`config.mk`:
```
export PLATFORM = sky130hd
export DESIGN_NAME = alu_issue_flat
export DESIGN_NICKNAME = d
export VERILOG_FILES = /design/src/rtl/alu_issue_if.sv /design/src/rtl/alu_issue.sv /design/src/flat_wrapper.sv
export SDC_FILE = /design/constraint.sdc
export NUM_CORES = 1
export LEC_CHECK = 0
export BUFFER_PORTS_ARGS = -buffer_cell sky130_fd_sc_hd__buf_4
export CAP_MARGIN = 0
export CORE_MARGIN = 2
export CORE_UTILIZATION = 35
export DETAILED_ROUTE_END_ITERATION = 10
export GPL_TIMING_DRIVEN = 0
export MAX_ROUTING_LAYER = met4
export SYNTH_ARGS = -nofsm -noshare
export SYNTH_HDL_FRONTEND = slang
export SYNTH_SLANG_ARGS = --single-unit
export TNS_END_PERCENT = 30
```
`constraint.sdc`:
```
create_clock -name clk -period 4.84 [get_ports clk]
set_input_delay 0.968 -clock clk [delete_from_list [all_inputs] [get_ports clk]]
set_output_delay 0.968 -clock clk [all_outputs]
set_load 0.1 [all_outputs]
```
`src/rtl/alu_issue_if.sv`:
```
// ---------------------------------------------------------------------------
// alu_issue_if
// Purpose : bundles every handshake and bus signal of the alu_issue block
//           (instruction input, ALU drive/return, writeback and flags) so the
//           issue stage and its environment connect through a single port.
// Signals :
//   in_valid / in_ready          instruction handshake
//   in_opcode, in_rd, in_rs1,    instruction fields
//   in_rs2, in_imm_sel, in_imm
//   opcode, src_a, src_b         operation and operands driven to the ALU
//   alu_out, zero, overflow      ALU result and flags
//   wb_valid, wb_rd, wb_data     writeback event
//   flag_zero, flag_ovf          status flags, clr_flags clears flag_ovf
// Modports:
//   master - environment side (instruction source + ALU + flag control)
//   slave  - alu_issue side
// ---------------------------------------------------------------------------
interface alu_issue_if;
    logic       in_valid;
    logic       in_ready;
    logic [2:0] in_opcode;
    logic [2:0] in_rd;
    logic [2:0] in_rs1;
    logic [2:0] in_rs2;
    logic       in_imm_sel;
    logic [3:0] in_imm;
    logic [2:0] opcode;
    logic [3:0] src_a;
    logic [3:0] src_b;
    logic [3:0] alu_out;
    logic       zero;
    logic       overflow;
    logic       wb_valid;
    logic [2:0] wb_rd;
    logic [3:0] wb_data;
    logic       flag_zero;
    logic       flag_ovf;
    logic       clr_flags;

    modport master (
        output in_valid, in_opcode, in_rd, in_rs1, in_rs2, in_imm_sel, in_imm,
               alu_out, zero, overflow, clr_flags,
        input  in_ready, opcode, src_a, src_b, wb_valid, wb_rd, wb_data,
               flag_zero, flag_ovf
    );

    modport slave (
        input  in_valid, in_opcode, in_rd, in_rs1, in_rs2, in_imm_sel, in_imm,
               alu_out, zero, overflow, clr_flags,
        output in_ready, opcode, src_a, src_b, wb_valid, wb_rd, wb_data,
               flag_zero, flag_ovf
    );
endinterface

```
`src/rtl/alu_issue.sv`:
```
// ---------------------------------------------------------------------------
// alu_issue
// Purpose : single-issue front end for an external 4-bit ALU. It owns an
//           8 x 4-bit register file (r0 hardwired to zero), reads operands
//           when an instruction is accepted, drives the ALU from issue
//           registers for one cycle and writes the result back, raising
//           wb_valid two cycles after the accept.
// Ports   :
//   clk      clock
//   reset    synchronous, active-high reset
//   bus      alu_issue_if.slave (instruction handshake, ALU drive/return,
//            writeback, flags)
// Config  :
//   ALU_ISSUE_BYPASS_EN  defined   -> a read of the register being produced
//                                     by the instruction in the issue stage
//                                     takes alu_out directly; no stall.
//                        undefined -> such a read stalls in_ready for one
//                                     cycle until the writeback lands.
//   Results are identical in both builds; only timing differs.
// ---------------------------------------------------------------------------
module alu_issue (
    input  logic       clk,
    input  logic       reset,
    alu_issue_if.slave bus
);

    logic [3:0] regFile_q [8];

    logic       issueValid_q, issueValid_d;
    logic [2:0] issueOpcode_q, issueOpcode_d;
    logic [3:0] srcA_q, srcA_d;
    logic [3:0] srcB_q, srcB_d;
    logic [2:0] issueRd_q, issueRd_d;

    logic       wbValid_q;
    logic [2:0] wbRd_q;
    logic [3:0] wbData_q;
    logic       flagZero_q;
    logic       flagOvf_q;

    logic [3:0] rs1Val;
    logic [3:0] rs2Val;
    logic [3:0] operandA;
    logic [3:0] operandB;
    logic       hazardA;
    logic       hazardB;
    logic       inReady;
    logic       accept;

    // Plain register-file reads. r0 is forced to zero here as well so the
    // read path never depends on what the storage for entry 0 holds.
    always_comb begin
        rs1Val = (bus.in_rs1 == 3'd0) ? 4'd0 : regFile_q[bus.in_rs1];
        rs2Val = (bus.in_rs2 == 3'd0) ? 4'd0 : regFile_q[bus.in_rs2];
    end

    // The instruction sitting in the issue stage only reaches the register
    // file at the end of this cycle, so a source that names its destination
    // would read a stale value. rs2 is irrelevant when the immediate is used,
    // and r0 is never a real destination.
    always_comb begin
        hazardA = issueValid_q && (issueRd_q != 3'd0) && (bus.in_rs1 == issueRd_q);
        hazardB = issueValid_q && (issueRd_q != 3'd0) && !bus.in_imm_sel
                  && (bus.in_rs2 == issueRd_q);
    end

    // Operand selection and acceptance. With bypass the in-flight result is
    // forwarded straight from the ALU; without it the input is held off for
    // one cycle, after which the register file already has the value.
    always_comb begin
`ifdef ALU_ISSUE_BYPASS_EN
        operandA = hazardA ? bus.alu_out : rs1Val;
        operandB = bus.in_imm_sel ? bus.in_imm : (hazardB ? bus.alu_out : rs2Val);
        inReady  = !reset;
`else
        operandA = rs1Val;
        operandB = bus.in_imm_sel ? bus.in_imm : rs2Val;
        inReady  = !reset && !(hazardA || hazardB);
`endif
        accept = bus.in_valid && inReady;
    end

    // Next state of the issue registers. The ALU drive holds its last
    // operands when nothing is accepted; only the valid bit drops.
    always_comb begin
        issueValid_d  = accept;
        issueOpcode_d = issueOpcode_q;
        srcA_d        = srcA_q;
        srcB_d        = srcB_q;
        issueRd_d     = issueRd_q;
        if (accept) begin
            issueOpcode_d = bus.in_opcode;
            srcA_d        = operandA;
            srcB_d        = operandB;
            issueRd_d     = bus.in_rd;
        end
    end

    // Issue stage registers; reset drops any accepted instruction so it
    // never reaches writeback.
    always_ff @(posedge clk) begin
        if (reset) begin
            issueValid_q  <= 1'b0;
            issueOpcode_q <= 3'd0;
            srcA_q        <= 4'd0;
            srcB_q        <= 4'd0;
            issueRd_q     <= 3'd0;
        end else begin
            issueValid_q  <= issueValid_d;
            issueOpcode_q <= issueOpcode_d;
            srcA_q        <= srcA_d;
            srcB_q        <= srcB_d;
            issueRd_q     <= issueRd_d;
        end
    end

    // Register file write at the end of the issue cycle; writes to r0 are
    // dropped so it stays zero.
    always_ff @(posedge clk) begin
        if (reset) begin
            for (int i = 0; i < 8; i++) begin
                regFile_q[i] <= 4'd0;
            end
        end else if (issueValid_q && (issueRd_q != 3'd0)) begin
            regFile_q[issueRd_q] <= bus.alu_out;
        end
    end

    // Writeback report and flags. wb_valid pulses for every instruction,
    // including those targeting r0. The overflow flag is sticky; a new
    // overflow in the same cycle as a clear takes priority so it is not lost.
    always_ff @(posedge clk) begin
        if (reset) begin
            wbValid_q  <= 1'b0;
            wbRd_q     <= 3'd0;
            wbData_q   <= 4'd0;
            flagZero_q <= 1'b0;
            flagOvf_q  <= 1'b0;
        end else begin
            wbValid_q <= issueValid_q;
            if (issueValid_q) begin
                wbRd_q     <= issueRd_q;
                wbData_q   <= bus.alu_out;
                flagZero_q <= bus.zero;
            end
            if (issueValid_q && bus.overflow) begin
                flagOvf_q <= 1'b1;
            end else if (bus.clr_flags) begin
                flagOvf_q <= 1'b0;
            end
        end
    end

    // Output drive
    assign bus.in_ready  = inReady;
    assign bus.opcode    = issueOpcode_q;
    assign bus.src_a     = srcA_q;
    assign bus.src_b     = srcB_q;
    assign bus.wb_valid  = wbValid_q;
    assign bus.wb_rd     = wbRd_q;
    assign bus.wb_data   = wbData_q;
    assign bus.flag_zero = flagZero_q;
    assign bus.flag_ovf  = flagOvf_q;

endmodule

```
`src/flat_wrapper.sv`:
```
// flat-port wrapper written by rule: the top's interface ports become plain ports
module alu_issue_flat 
  (clk, reset, bus_in_valid, bus_in_opcode, bus_in_rd, bus_in_rs1, bus_in_rs2, bus_in_imm_sel, bus_in_imm, bus_alu_out, bus_zero, bus_overflow, bus_clr_flags, bus_in_ready, bus_opcode, bus_src_a, bus_src_b, bus_wb_valid, bus_wb_rd, bus_wb_data, bus_flag_zero, bus_flag_ovf);
  alu_issue_if bus_i ();
  input  logic clk;
  input  logic reset;
  input wire logic [$bits(bus_i.in_valid)-1:0] bus_in_valid;
  input wire logic [$bits(bus_i.in_opcode)-1:0] bus_in_opcode;
  input wire logic [$bits(bus_i.in_rd)-1:0] bus_in_rd;
  input wire logic [$bits(bus_i.in_rs1)-1:0] bus_in_rs1;
  input wire logic [$bits(bus_i.in_rs2)-1:0] bus_in_rs2;
  input wire logic [$bits(bus_i.in_imm_sel)-1:0] bus_in_imm_sel;
  input wire logic [$bits(bus_i.in_imm)-1:0] bus_in_imm;
  input wire logic [$bits(bus_i.alu_out)-1:0] bus_alu_out;
  input wire logic [$bits(bus_i.zero)-1:0] bus_zero;
  input wire logic [$bits(bus_i.overflow)-1:0] bus_overflow;
  input wire logic [$bits(bus_i.clr_flags)-1:0] bus_clr_flags;
  output wire logic [$bits(bus_i.in_ready)-1:0] bus_in_ready;
  output wire logic [$bits(bus_i.opcode)-1:0] bus_opcode;
  output wire logic [$bits(bus_i.src_a)-1:0] bus_src_a;
  output wire logic [$bits(bus_i.src_b)-1:0] bus_src_b;
  output wire logic [$bits(bus_i.wb_valid)-1:0] bus_wb_valid;
  output wire logic [$bits(bus_i.wb_rd)-1:0] bus_wb_rd;
  output wire logic [$bits(bus_i.wb_data)-1:0] bus_wb_data;
  output wire logic [$bits(bus_i.flag_zero)-1:0] bus_flag_zero;
  output wire logic [$bits(bus_i.flag_ovf)-1:0] bus_flag_ovf;
  assign bus_i.in_valid = bus_in_valid;
  assign bus_i.in_opcode = bus_in_opcode;
  assign bus_i.in_rd = bus_in_rd;
  assign bus_i.in_rs1 = bus_in_rs1;
  assign bus_i.in_rs2 = bus_in_rs2;
  assign bus_i.in_imm_sel = bus_in_imm_sel;
  assign bus_i.in_imm = bus_in_imm;
  assign bus_i.alu_out = bus_alu_out;
  assign bus_i.zero = bus_zero;
  assign bus_i.overflow = bus_overflow;
  assign bus_i.clr_flags = bus_clr_flags;
  assign bus_in_ready = bus_i.in_ready;
  assign bus_opcode = bus_i.opcode;
  assign bus_src_a = bus_i.src_a;
  assign bus_src_b = bus_i.src_b;
  assign bus_wb_valid = bus_i.wb_valid;
  assign bus_wb_rd = bus_i.wb_rd;
  assign bus_wb_data = bus_i.wb_data;
  assign bus_flag_zero = bus_i.flag_zero;
  assign bus_flag_ovf = bus_i.flag_ovf;
  alu_issue u_core (.clk(clk), .reset(reset), .bus(bus_i));
endmodule
```
After elaboration in Yosys (flattened, before gate mapping)
Memories as Yosys holds them, arrays and structs flattened.
Cells that the tools add are included.
{"block": "op_classes", "reduce_logical": 16, "n_bitwise": 0, "shift": 0, "n_eq_ne": 2, "multipliers": 0, "addsub": 0, "magnitude_cmp": 0, "div": 0, "muxes": 13}
{"cell": "2-to-1 mux 4 bit", "n": 4}
{"cell": "2-to-1 mux 1 bit", "n": 8}
{"cell": "logical AND 1 bit", "n": 7}
{"cell": "equality test 3 bit", "n": 2}
{"cell": "zero test 3 bit", "n": 2}
{"cell": "OR reduction 4 bit", "n": 1}
{"cell": "zero test 1 bit", "n": 3}
{"cell": "2-to-1 mux 3 bit", "n": 1}
{"cell": "nonzero test 3 bit", "n": 1}
{"cell": "nonzero test 2 bit", "n": 1}
{"cell": "logical OR 1 bit", "n": 1}
{"block": "word_totals", "input_bits": 27, "latch_bits": 0, "register_bits": 25, "rom_bits": 0, "elab_cells": 42, "output_inout_bits": 22, "mem_count": 1, "ramBits": 32}
{"name": "u_core.regFile_q", "words": 8, "width": 4, "read_ports": 2, "rd_clocked_by_memory_dff": 0, "wr": 8, "line": "alu_issue.sv:27", "source": "logic [3:0] regFile_q [8];"}

Logic depth before layout (Yosys ltp)
{"block": "logic_depth", "word_depth": 8, "mapped_depth": 7, "mapped_depth_nobuf": 5}

Worst setup path before layout
No wires, ideal clock.
{"block": "synth_path", "kind": "input port to output port", "start": "input bus_in_rs2[1]", "end": "output bus_in_ready", "arrival_ps": 2920, "n_path_buf": 2, "path_stages": 6, "required_time_ps": 3872, "slack_ps": 952, "cell_sequence": "buf_2 xor2_1 nor4_1 o21a_1 buf_2 nor2_1"}
{"block": "synth_between", "elab_chain_cells": 5}
{"item": "from (decl)", "line": "flat_wrapper.sv:11", "source": "input wire logic [$bits(bus_i.in_rs2)-1:0] bus_in_rs2;"}
{"item": "equality test 3 bit", "line": "alu_issue.sv:64", "source": "&& (bus.in_rs2 == issueRd_q);"}
{"item": "logical AND 1 bit", "line": "alu_issue.sv:64"}
{"item": "logical OR 1 bit", "line": "alu_issue.sv:78", "source": "inReady = !reset && !(hazardA || hazardB);"}
{"item": "zero test 1 bit", "line": "alu_issue.sv:78"}
{"item": "logical AND 1 bit", "line": "alu_issue.sv:78"}
{"item": "to (decl)", "line": "flat_wrapper.sv:18", "source": "output wire logic [$bits(bus_i.in_ready)-1:0] bus_in_ready;"}
Every way passes these cells.

Final worst setup path
Same ends and word-level chain as after synthesis.

==> results.sh <==
export IMPL_nFillCells=716
export IMPL_synth_seq_cells=54
export IMPL_post_synth_most_frequent_cells="29 x edfxtp_1, 28 x and2_1, 25 x dfxtp_1"
export IMPL_crit_path_start_kind="primary input"
export IMPL_yosys_cell_count_top_type="edfxtp_1"
export IMPL_via_count_of_the_first_global_routing_pass=2027
export IMPL_regToRegStartpoint="u_core.issueValid_q$_SDFF_PP0_"
export IMPL_final_nets=334
export IMPL_cts_repair_resize_count=0
export IMPL_num_antenna_cells=0
export IMPL_drt_pass1_iterations=5
export IMPL_hold_viol_final=0
export IMPL_clock_root_cell="clkbuf_8"
export IMPL_synth_main_ff_cell="edfxtp_1"
export IMPL_timing_critical_path_buf_inv=3
export IMPL_viasPerCell=5.06
export IMPL_cp_common_cell="buf_2"
export IMPL_place_inst=399
export IMPL_status="completed"
export IMPL_per_instance_average_area_after_synthesis_sq_um=10.4
export IMPL_cts_buffers_inserted=5
export IMPL_post_drt_wl_per_cell_um=15.2
export IMPL_cts_max_level=2
export IMPL_clock_path_buffers=2
export IMPL_grt_total_usage_pct=15.7
export IMPL_power_leakage_nw=1.29
export IMPL_core_footprint_sq_um=7330
export IMPL_cts_clk_slew_worst_paths_ps=90
export IMPL_post_synth_top_area_cell="edfxtp_1"
export IMPL_slack_of_the_worst_reg_to_reg_path_ps=2820
export IMPL_syn_inst=257
export IMPL_globalRoute_totalOverflow=0
export IMPL_drt_antenna_violating_nets=0
export IMPL_tritoncts="built"
export IMPL_grt_setup_unrepaired="no"
export IMPL_cts_hold_buffers_added=0
export IMPL_worst_path_dominant_cell_family="buffers and inverters"
export IMPL_antenna_found_initial=0
export IMPL_ys_async_sr_fraction_pct=0
export IMPL_hold_path_class="register to register"
export IMPL_pin_count=49
export IMPL_fin_tns_setup_ps=0
export IMPL_critical_path_arrival_ps=2340
export IMPL_holdPathStages=2
export IMPL_floorplan_initialDensity_pct=36.5
export IMPL_numPortBuffers=43
export IMPL_ratio_of_cells_with_drive_above_1_in_the_final_layout_pct=26.0
export IMPL_cts_repair_timing_setup_buffer_count=0
export IMPL_timing_worst_slew_pin_value_ps=633
export IMPL_post_route_period_util_pct=68.3
export IMPL_die_y_um=91.4
export IMPL_crit_chain="buf_2 -> xor2_1 -> nor4_1 -> o21a_1 -> buf_2 -> nor2_1 -> buf_4"
export IMPL_timing_hold_ws_ps=466
export IMPL_fmax_mhz=303
export IMPL_worst_hold_path_endpoint="u_core.bus.src_b[0]$_SDFFE_PP0P_"
export IMPL_netlist_top_cells_area="edfxtp_1 33%, dfxtp_1 19%, and2_1 6.5%, mux2i_1 5.2%, mux4_2 4.2%"
export IMPL_post_synth_top_area_fraction_pct=32.5
export IMPL_power_density_nw_per_um2=313
export IMPL_final_setup_viol_count=0
export IMPL_total_power_w=0.00101
export IMPL_period_needed_ps=3310
export IMPL_finalMaxSlewViolations=0
export IMPL_dieWidth_um=91.4
export IMPL_area_growth_syn_to_layout_pct=20.9
export IMPL_dr_first_iter_drc_count=122
export IMPL_synth_edf_count=29
export IMPL_cp_slowest_stage_delay_ps=350
export IMPL_grt_first_pass_wirelength_um=10000
export IMPL_seq_area_frac_synth_pct=51.2
export IMPL_regToRegEndpoint="u_core.regFile_q[6][2]$_SDFFCE_PN0P_"
export IMPL_syn_area_sq_um=2680
export IMPL_worstSetupEndpointType="output port"
export IMPL_netlist_cell_type_count=34
export IMPL_cp_required_ps=3870
export IMPL_rr_worst_depth=4
export IMPL_worst_clock_skew_ps=8.56
export IMPL_placementRows=31
export IMPL_clock_latency_ps=310
export IMPL_dp_hpwl_um=4600
export IMPL_sinks_on_clock_net=54
export IMPL_grt_start_max_net_pins=19
export IMPL_drt_wl_total_um=6180
export IMPL_setup_worst_path_class="primary input to output port"
export IMPL_holdCritStartpoint="u_core.bus.src_b[0]$_SDFFE_PP0P_"
export IMPL_synth_yosys_warnings=0
export IMPL_critical_path_slowest_cell="nor4_1"
export IMPL_max_cap_violations=0
export IMPL_timing_max_slew_rel_slack_pct=57.3
export IMPL_finalNonFillerCells=407
export IMPL_peakVddDrop_uv=141
export IMPL_die_area_sq_um=8360
export IMPL_syn_nets=284
export IMPL_via_count=2058
export IMPL_timing_critical_path_fanout_max=10
export IMPL_finalWeightedCongestion=0.823
export IMPL_final_routed_drc_violation_total=0
export IMPL_utilization_pct=44.1
how the worst max path moves through the flow:
stage | endpoint | slack [ps] | depth (start not counted) | start
detailed placement | bus_in_ready | 1530 | 7 | bus_in_rs2[1]
global route | bus_in_ready | 1440 | 7 | bus_in_rs2[1]
floorplan | bus_in_ready | 950 | 6 | bus_in_rs2[1]
CTS | bus_in_ready | 1530 | 7 | bus_in_rs2[1]
finish | bus_in_ready | 1530 | 7 | bus_in_rs2[1]
global placement | bus_in_ready | 1560 | 7 | bus_in_rs2[1]
state kept, by name (all words and copies together), names as in the netlist:
| register | cells |
|---|---|
| u_core.bus.wb_valid | 1 |
| u_core.bus.src_b | 4 |
| u_core.bus.flag_zero | 1 |
| u_core.regFile_q | 29 |
| u_core.issueRd_q | 3 |
| u_core.bus.opcode | 3 |
| u_core.bus.wb_rd | 3 |
| u_core.bus.src_a | 4 |
| u_core.bus.wb_data | 4 |
| u_core.issueValid_q | 1 |
| u_core.bus.flag_ovf | 1 |
per-stage QoR:
stage	setup slack, ps	instance area [sq um]
floorplan	952	2680
global placement	1560	3120
detailed placement	1530	3120
CTS	1530	3230
global route	1440	3230
finish	1530	3230
tightest hold or removal path: stages, from the launching register on:
cell	delay, ps
dfxtp_1	320
nand2_1	50
mux2i_1	50
area by class of cell:
cell class	count	area (sq um)	share of cell area, %
flip-flops and latches	54	1370	42.4
multi-input cells	178	1180	36.6
repair buffers	43	323	9.98
well taps	99	124	3.83
plain buffers	20	101	3.13
clock buffers	6	93.8	2.90
inverters	5	18.8	0.580
clock inverters	2	17.5	0.542
layout by cell type (no fill, tap or decap), types with 2 or more instances in the layout:
| cell type | netlist | layout |
|---|---|---|
| edfxtp_1 | 29 | 29 |
| nor2_1 | 20 | 20 |
| a311oi_1 | 3 | 3 |
| a21oi_1 | 17 | 17 |
| mux4_2 | 5 | 5 |
| buf_2 | 9 | 9 |
| dfxtp_1 | 25 | 25 |
| buf_1 | 2 | 2 |
| inv_1 | 5 | 5 |
| nand2_1 | 11 | 11 |
| xor2_1 | 6 | 6 |
| clkbuf_1 | 5 | 5 |
| a221oi_1 | 3 | 3 |
| mux2_2 | 9 | 9 |
| nor2b_1 | 5 | 5 |
| nor3_1 | 9 | 9 |
| mux2i_1 | 14 | 14 |
| buf_4 | 4 | 47 |
| nand3_1 | 11 | 11 |
| o21ai_0 | 18 | 18 |
| o22ai_1 | 3 | 3 |
| and2_1 | 28 | 28 |
| clkbuf_8 | 0 | 5 |
| nand2b_1 | 5 | 5 |
power by group:
group	switching, W	internal [W]
clock	0.000159	0.000136
combinational	0.000140	0.0000635
sequential	0.0000108	0.000503
total	0.000310	0.000703
logic make-up (layout without fill, tap and decap cells):
| kind of cell | count (synthesis) | in the layout | synth area share, % |
|---|---|---|---|
| flip-flops | 54 | 54 | 51.2 |
| AND/OR/NAND/NOR | 93 | 93 | 18.0 |
| XOR/XNOR | 6 | 6 | 1.96 |
| multiplexers | 28 | 28 | 13.2 |
| AO/OA/AOI/OAI | 50 | 50 | 11.0 |
| buffers and inverters | 25 | 76 | 4.49 |
| other | 1 | 1 | 0.140 |
routing by layer:
layer / up-vias / track usage (%) / routed length [um]
met5: - / - / 0
met4: 0 / 6.44 / 157
met3: 15 / 3.49 / 327
met2: 81 / 24.4 / 2810
met1: 948 / 19.7 / 2890
li1: 1014 / - / -
No activity file was read; power rests on OpenSTA's default activity.
